<file path="config.mk">
export PLATFORM = sky130hd
export DESIGN_NAME = bram_port_arbiter
export DESIGN_NICKNAME = d
export VERILOG_FILES = /design/src/rtl/bram_port_arbiter.sv
export SDC_FILE = /design/constraint.sdc
export NUM_CORES = 1
export LEC_CHECK = 0
export BUFFER_PORTS_ARGS = -buffer_cell sky130_fd_sc_hd__buf_2
export CAP_MARGIN = 30
export CORE_AREA = 2 2 92 94
export CTS_BUF_LIST = sky130_fd_sc_hd__clkbuf_2 sky130_fd_sc_hd__clkbuf_4 sky130_fd_sc_hd__clkbuf_8
export DETAILED_ROUTE_END_ITERATION = 8
export DIE_AREA = 0 0 94 96
export MAX_ROUTING_LAYER = met4
export PLACE_DENSITY = 0.51
export SLEW_MARGIN = 20
export SYNTH_ARGS = -nofsm -noshare
export SYNTH_HDL_FRONTEND = slang
export SYNTH_SLANG_ARGS = --single-unit
</file>
<file path="constraint.sdc">
create_clock -name clk -period 1.3 [get_ports clk]
set_clock_uncertainty 0.2 [all_clocks]
set_input_delay 0.065 -clock clk [delete_from_list [all_inputs] [get_ports clk]]
set_output_delay 0.065 -clock clk [all_outputs]
set_load 0.02 [all_outputs]
</file>
<file path="src/rtl/bram_port_arbiter.sv">
// bram_port_arbiter: round-robin sharing of one BRAM port between two requesters with read-data return; BRAM_ARB_LOCK_EN adds a requester-1 burst lock
module bram_port_arbiter #(
  parameter int ADDR_WIDTH = 9,
  parameter int DATA_WIDTH = 32
) (
  input  logic                    clk,
  input  logic                    reset,
  input  logic                    req0,
  input  logic [DATA_WIDTH/8-1:0] we0,
  input  logic [ADDR_WIDTH-1:0]   addr0,
  input  logic [DATA_WIDTH-1:0]   wdata0,
  output logic                    gnt0,
  output logic                    rvalid0,
  output logic [DATA_WIDTH-1:0]   rdata0,
  input  logic                    req1,
  input  logic [DATA_WIDTH/8-1:0] we1,
  input  logic [ADDR_WIDTH-1:0]   addr1,
  input  logic [DATA_WIDTH-1:0]   wdata1,
  output logic                    gnt1,
  output logic                    rvalid1,
  output logic [DATA_WIDTH-1:0]   rdata1,
`ifdef BRAM_ARB_LOCK_EN
  input  logic                    lock1,
`endif
  output logic [DATA_WIDTH/8-1:0] ram_we,
  output logic [ADDR_WIDTH-1:0]   ram_addr,
  output logic [DATA_WIDTH-1:0]   ram_wdata,
  input  logic [DATA_WIDTH-1:0]   ram_rdata
);
  logic last, pend_v, pend_id, hold;
`ifdef BRAM_ARB_LOCK_EN
  logic locked;
  assign hold = locked & req1 & lock1;
`else
  assign hold = 1'b0;
`endif
  // grant: lock wins, else lone requester, else the one not granted last; RAM port follows the winner
  always_comb begin
    gnt1      = !reset && req1 && (hold || !req0 || !last);
    gnt0      = !reset && req0 && !gnt1;
    ram_we    = gnt1 ? we1 : gnt0 ? we0 : '0;
    ram_addr  = gnt1 ? addr1 : addr0;
    ram_wdata = gnt1 ? wdata1 : wdata0;
  end
  // priority pointer and one-deep read tracker matching the RAM's 1-cycle latency
  always_ff @(posedge clk) begin
    if (reset) begin
      last    <= 1'b1;
      pend_v  <= 1'b0;
      pend_id <= 1'b0;
`ifdef BRAM_ARB_LOCK_EN
      locked  <= 1'b0;
`endif
    end else begin
      if (gnt0 || gnt1) last <= gnt1;
      pend_v  <= (gnt0 && we0 == '0) || (gnt1 && we1 == '0);
      pend_id <= gnt1;
`ifdef BRAM_ARB_LOCK_EN
      locked  <= gnt1 & lock1;
`endif
    end
  end
  assign rvalid0 = pend_v & ~pend_id;
  assign rvalid1 = pend_v & pend_id;
  assign rdata0  = ram_rdata;
  assign rdata1  = ram_rdata;
endmodule

</file>
Word level (Yosys, flattened, before mapping)
Cells that the tools add are included.
{"block": "totals", "elab_cells": 25, "output_inout_bits": 113, "in_bits": 126, "reg_bits": 3}
{"block": "op_classes", "bitwise": 3, "n_mux": 4, "reduce_logical": 15}
{"operator": "32-bit two-way mux", "count": 1}
{"operator": "9-bit two-way mux", "count": 1}
{"operator": "4-bit zero test", "count": 2}
{"operator": "4-bit two-way mux", "count": 2}
{"operator": "1-bit logical AND", "count": 6}
{"operator": "1-bit zero test", "count": 4}
{"operator": "1-bit logical OR", "count": 3}
{"operator": "1-bit bitwise AND", "count": 2}
{"operator": "1-bit inverter", "count": 1}

Logic depth before layout (Yosys ltp)
Gate-level depths: netlist of run 1.
{"block": "depth", "word_depth": 7, "mapped_depth": 4, "depth_no_buf": 4}

Least setup slack after synthesis of run 1
OpenSTA, ideal clock, no wires.
{"block": "synth_timing", "path_kind": "register -> output", "start": "register last", "end": "output ram_we[0]", "arrival_ns": 1.119, "path_buffers": 0, "stages_incl_launch_ff": 4, "t_required_ns": 1.035, "slack_ns": -0.084, "path_cell_list": "dfxtp_1 nor2b_1 nor3b_2 a22o_1"}
{"block": "synth_between", "elab_chain_cells": 7}
{"element": "start, declared", "line_no": "30", "text": "logic last, pend_v, pend_id, hold;"}
{"element": "start signal, assigned", "line_no": "55", "text": "if (gnt0 || gnt1) last <= gnt1;"}
{"element": "1-bit zero test", "line_no": "39", "text": "gnt1 = !reset && req1 && (hold || !req0 || !last);"}
{"element": "1-bit logical OR", "line_no": "39"}
{"element": "1-bit logical AND", "line_no": "39"}
{"element": "1-bit zero test", "line_no": "40", "text": "gnt0 = !reset && req0 && !gnt1;"}
{"element": "1-bit logical AND", "line_no": "40"}
{"element": "named net gnt0", "line_no": "12", "text": "output logic gnt0,"}
{"element": "4-bit two-way mux (2 in series)", "line_no": "41", "text": "ram_we = gnt1 ? we1 : gnt0 ? we0 : '0;"}
{"element": "end, declared", "line_no": "25", "text": "output logic [DATA_WIDTH/8-1:0] ram_we,"}
The timed path passes the listed nets, and every way through them passes these cells.

Final worst setup path of run 1
{"block": "layout_timing", "start": "register last", "end": "output ram_wdata[9]"}
{"block": "layout_between", "elab_chain_cells": 4}
{"element": "1-bit zero test", "line_no": "39"}
{"element": "1-bit logical OR", "line_no": "39"}
{"element": "1-bit logical AND", "line_no": "39"}
{"element": "32-bit two-way mux", "line_no": "43", "text": "ram_wdata = gnt1 ? wdata1 : wdata0;"}
{"element": "end, declared", "line_no": "27", "text": "output logic [DATA_WIDTH-1:0] ram_wdata,"}
No other way between the ends.

==> results.yml, run 1 <==
detailed_routing:
  vias: 1342
  wl_per_cell_um: 11.1
  top_layer: "met4"
  dr_wl_met3_um: 406
  drtPass1Iterations: 4
  wl_met1_um: 1340
  wl_met2_um: 2210
  vias_per_cell: 3.75
  drc_errors: 0
  drt-total-wl_um: 3980
  drtIter0Drc: 8
  detail-route-antenna-nets: 0
layout:
  mostFrequentLayoutCells: "buf_2 (127), dlygate4sd3_1 (34), mux2_2 (32)"
  drive_gt1_frac: 0.814
  antenna_cells: 0
  final_cells: 358
  area_delta_synth_final_pct: 83.0
  final_common_cell: "buf_2"
  n_fill_cell: 858
  nNetsFinal: 380
synthesis:
  avgSynthCellArea_sq_um: 9.11
  synth.ff_latch_count: 3
  syn_nets: 257
  yosys.cell_types.count: 18
  yosysWarnings: 0
  syn_area_sq_um: 1190
  ys_seq_area_frac: 0.0503
  synth_cells: 131
cts:
  htree_levels: 1
  cts.clk_slew.worst_paths_ns: 0.03
  cts_buffer_depth: 2
  cts_root_buffer: "clkbuf_8"
  clkSinkCount: 3
  clk_latency_ns: 0.21
  cts_buffers: 3
  cts_tree: "done"
pwr:
  p_leak_nw: 1.17
  peakVddDrop_v: 0.000201
  p_per_area_nw_per_um2: 594
  power_mw: 1.30
critical_path:
  startpoint_type: "flop"
  rr_startpoint: "last$_SDFFE_PP1P_"
  crit_type: "reg -> out"
  crit_start: "last$_SDFFE_PP1P_"
  worstSetupEndpointType: "output pin"
  reg2reg_slack_ns: 0.01
  required_ns: 1.03
  critPathMaxFanout: 13
  arrival_ns: 1.42
global_routing:
  first_global_vias: 1175
  grt_max_degree: 14
  overflow: 0
  grt_pass1_wl_um: 4980
  track_usage: 0.0718
  antenna_found_initial: 0
sta:
  fin_crit_ns: 1.69
  setup_slack_ns: -0.390
  fin_crit_sh: 1.30
  drv_slew: 0
  worst-slew-pin-transition_ns: 0.463
  hold_viol_final: 0
  setup_viol_count_final: 47
  rsz0062_at_grt: "true"
  hold_ws_ns: 0.00493
  max_slew_margin: 0.690
  fmax_ghz: 0.592
run:
  drv_cap: 0
floorplanning:
  die-width_um: 94
  num_rows: 33
  die_h_um: 96
  start_util: 0.148
  io-pin-count: 239
  dieArea_sq_um: 9020
  core_sq_um: 8050
placed_design:
  numPortBuffers: 142
  gp_congestion: 0.680
  dp_cells: 318
  dp_hpwl_um: 3160
worst_hold_path:
  hold_class: "in -> reg"
  hold_start: "we1[2]"
outcome:
  failed_checks: "setup timing"
  outcome: "complete, but fails checks"
## per-stage QoR
stage / TNS [ns] / worst slack (ns) / utilization / area, sq um
after floorplan: -2.01 / -0.0664 / - / 1240
after global placement: -6.44 / -0.179 / 0.207 / 1670
after detailed placement: -7.68 / -0.216 / 0.207 / 1670
after CTS: -18.26 / -0.424 / 0.263 / 2120
after global routing: -20.09 / -0.460 / 0.271 / 2180
final: -16.89 / -0.390 / 0.271 / 2180
## logic make-up after synthesis
| group | count (synthesis) | share of synthesized area |
|---|---|---|
| AOI/OAI and AO/OA | 5 | 0.0325 |
| buffers and inverters | 70 | 0.434 |
| DFF | 3 | 0.0503 |
| muxes | 42 | 0.396 |
| and+or+nand+nor | 11 | 0.0870 |
## synth_stat cells
cell type   n  area [sq um]
or4_4       1          11.3
a21o_1      1          7.51
mux2_2     40           450
mux2_1      2          22.5
nand2_1     1          3.75
nand3b_4    1          20.0
a22o_1      3          26.3
and2_1      1          6.26
and3b_2     1          10.0
nor3b_2     1          12.5
nor2b_1     2          12.5
nor4_1      1          6.26
inv_1       2          7.51
nand2b_1    1          6.26
buf_4      68           510
dfxtp_1     3          60.1
nor4b_2     1          15.0
o21ai_0     1          5.00
## where the power goes
part,switching (mW),internal [mW],total (mW)
registers,0.00237,0.0977,0.100
logic,0.472,0.437,0.909
clock network,0.0584,0.230,0.288
total,0.533,0.764,1.30
## critical path, cell delays in order (launching register included)
cell and delay [ns]:
dfxtp_2 0.32, nand2_2 0.07, nand3b_4 0.16, buf_12 0.16, mux2_2 0.34, buf_4 0.16
## layer usage
layer	up-vias	global-route usage
met1	591	0.0759
met5	-	-
li1	628	-
met2	121	0.136
met3	2	0.00940
met4	0	0.0266
## layout make-up
class	instances	area, sq um	area share
repair buffers	186	1270	0.583
multi-input cells	58	662	0.303
well taps	105	131	0.0601
flip-flops and latches	3	61.3	0.0281
clock buffers	4	48.8	0.0223
inverters	2	7.51	0.00344
## path summary, 6_finish.rpt
check / depth (start not counted) / to
setup / recovery: 5 / ram_wdata[9]
hold / removal: 3 / pend_v$_SDFF_PP0_
setup reg to reg: 6 / pend_v$_SDFF_PP0_
hold reg to reg: 3 / last$_SDFFE_PP1P_
## state kept, by name, indices dropped and copies added (netlist names)
signal and cells:
pend_id 1, pend_v 1, last 1
## timing repair
item / CTS / global route
resized for setup: 11 / 22
endpoints found under the setup margin: 47 / 48
hold buffers: 34 / 0
gates cloned: 1 / 0
endpoints found under the hold margin: 66 / 0
buffers inserted: 1 / 0
pin swaps: 2 / 4
Note: power is estimated with default switching activity, not from simulation.
==> run 2, diff against run 1 <==
- clock period: 1.3 -> 1.5 ns (I/O delays scaled with it)
==> results.yml, run 2 (synthesis gave the netlist of run 1 again) <==
detailed_routing:
  drtIter0Drc: 5
  vias_per_cell: 3.79
  wl_per_cell_um: 13.2
  detail-route-antenna-nets: 0
  drt-total-wl_um: 4680
  vias: 1344
  drc_errors: 0
  drtPass1Iterations: 2
pwr:
  peakVddDrop_v: 0.000192
  p_per_area_nw_per_um2: 524
  p_leak_nw: 1.13
cts:
  cts_root_buffer: "clkbuf_8"
  cts.clk_slew.worst_paths_ns: 0.03
  cts_buffers: 3
  clk_latency_ns: 0.21
  cts_tree: "done"
  clkSinkCount: 3
  htree_levels: 1
  cts_buffer_depth: 2
outcome:
  outcome: "complete, but fails checks"
  failed_checks: "setup timing"
layout:
  regArea_sq_um: 61.3
  n_fill_cell: 863
  reg_top3: "last: 1 flops, pend_id: 1 flops, pend_v: 1 flops"
  final_util: 0.266
  area_delta_synth_final_pct: 79.6
  drive_gt1_frac: 0.807
  final_common_cell: "buf_2"
  nNetsFinal: 376
  fin_area_sq_um: 2140
  mostFrequentLayoutCells: "buf_2 (119), dlygate4sd3_1 (34), mux2_2 (32)"
  multi_input_area_sq_um: 651
global_routing:
  grt_use_met2: 0.166
  overflow: 0
  globalRouteMet1Util: 0.0798
  track_usage: 0.0833
  busiest_layer: "met2"
  first_global_vias: 1119
  antenna_found_initial: 1
  grt_max_degree: 16
  met3_usage: 0.0164
  grt_pass1_wl_um: 5440
placed_design:
  dp_hpwl_um: 3520
  gp_congestion: 0.673
  dpl_cell_area_sq_um: 1570
  numPortBuffers: 142
  dp_slack_ns: -0.0271
sta:
  hold_viol_final: 0
  rsz0062_at_grt: "true"
  setup_slack_ns: -0.217
  max_slew_margin: 0.711
  drv_slew: 0
  worst-slew-pin-transition_ns: 0.432
  fmax_ghz: 0.583
  setup_viol_count_final: 45
  fin_setup_tns_ns: -8.02
  fin_crit_sh: 1.14
  fin_crit_ns: 1.72
critical_path:
  required_ns: 1.22
  arrival_ns: 1.44
  critPathMaxFanout: 14
  crit_type: "reg -> out"
  startpoint_type: "flop"
  worstSetupEndpointType: "output pin"
floorplanning:
  die_h_um: 96
  io-pin-count: 239
  start_util: 0.148
  die-width_um: 94
  core_sq_um: 8050
  num_rows: 33
  dieArea_sq_um: 9020
run:
  drv_cap: 0
worst_hold_path:
  hold_class: "in -> reg"
run 2: cell count changes in the layout (fill, tap and decap cells not counted), moves of 2 or more:
cell,change
buf_2,-8
buf_4,+6
buf_12,-2
mux2_1,+2
mux2_4,-2
run 2: final cells by class:
class,instances,share of cell area
antenna,1,0.00117
clock buffer,4,0.0228
inverter,2,0.00467
multi-input combinational,58,0.304
sequential,3,0.0286
tap,105,0.0613
timing repair buffer,182,0.578
run 2: through the flow:
stage	hold WS, ns	power (mW)	instances
after floorplan	-0.0235	0.612	131
after global placement	-0.0498	0.590	314
after detailed placement	-0.0498	0.594	314
after CTS	-0.0547	1.11	352
after global routing	0.0278	1.19	355
final	0.0120	1.12	355
run 2: critical path: stages (launching register included):
cell,delay (ns)
dfxtp_2,0.31
nand2_2,0.08
nand3b_4,0.16
buf_16,0.20
mux2_1,0.31
buf_2,0.16
run 2: repair_timing:
item                                    in CTS  in global routing
gates cloned                                 2                  0
hold buffers                                32                  2
pin swaps                                    4                  0
buffers inserted                             0                  0
endpoints found under the hold margin       65                  1
resized for setup                           32                 21
endpoints found under the setup margin      46                 46
run 2: per-layer routing:
metal | routed length, um | vias up
li1 | - | 624
met2 | 2510 | 135
met4 | 48 | 0
met3 | 614 | 9
met1 | 1510 | 576
met5 | 0 | -
run 2: power by group:
| group | switching (mW) | internal, mW |
|---|---|---|
| clock network | 0.0531 | 0.199 |
| registers | 0.00184 | 0.0847 |
| logic | 0.416 | 0.370 |
| total | 0.470 | 0.654 |
run 2: final timing paths:
path	startpoint	end	slack [ns]	cells after the start
worst max-delay path	last$_SDFFE_PP1P_	ram_addr[0]	-0.22	5
worst min-delay path	we1[3]	pend_v$_SDFF_PP0_	0.01	3
worst max register to register	last$_SDFFE_PP1P_	pend_v$_SDFF_PP0_	0.29	5
worst min register to register	last$_SDFFE_PP1P_	last$_SDFFE_PP1P_	0.35	3
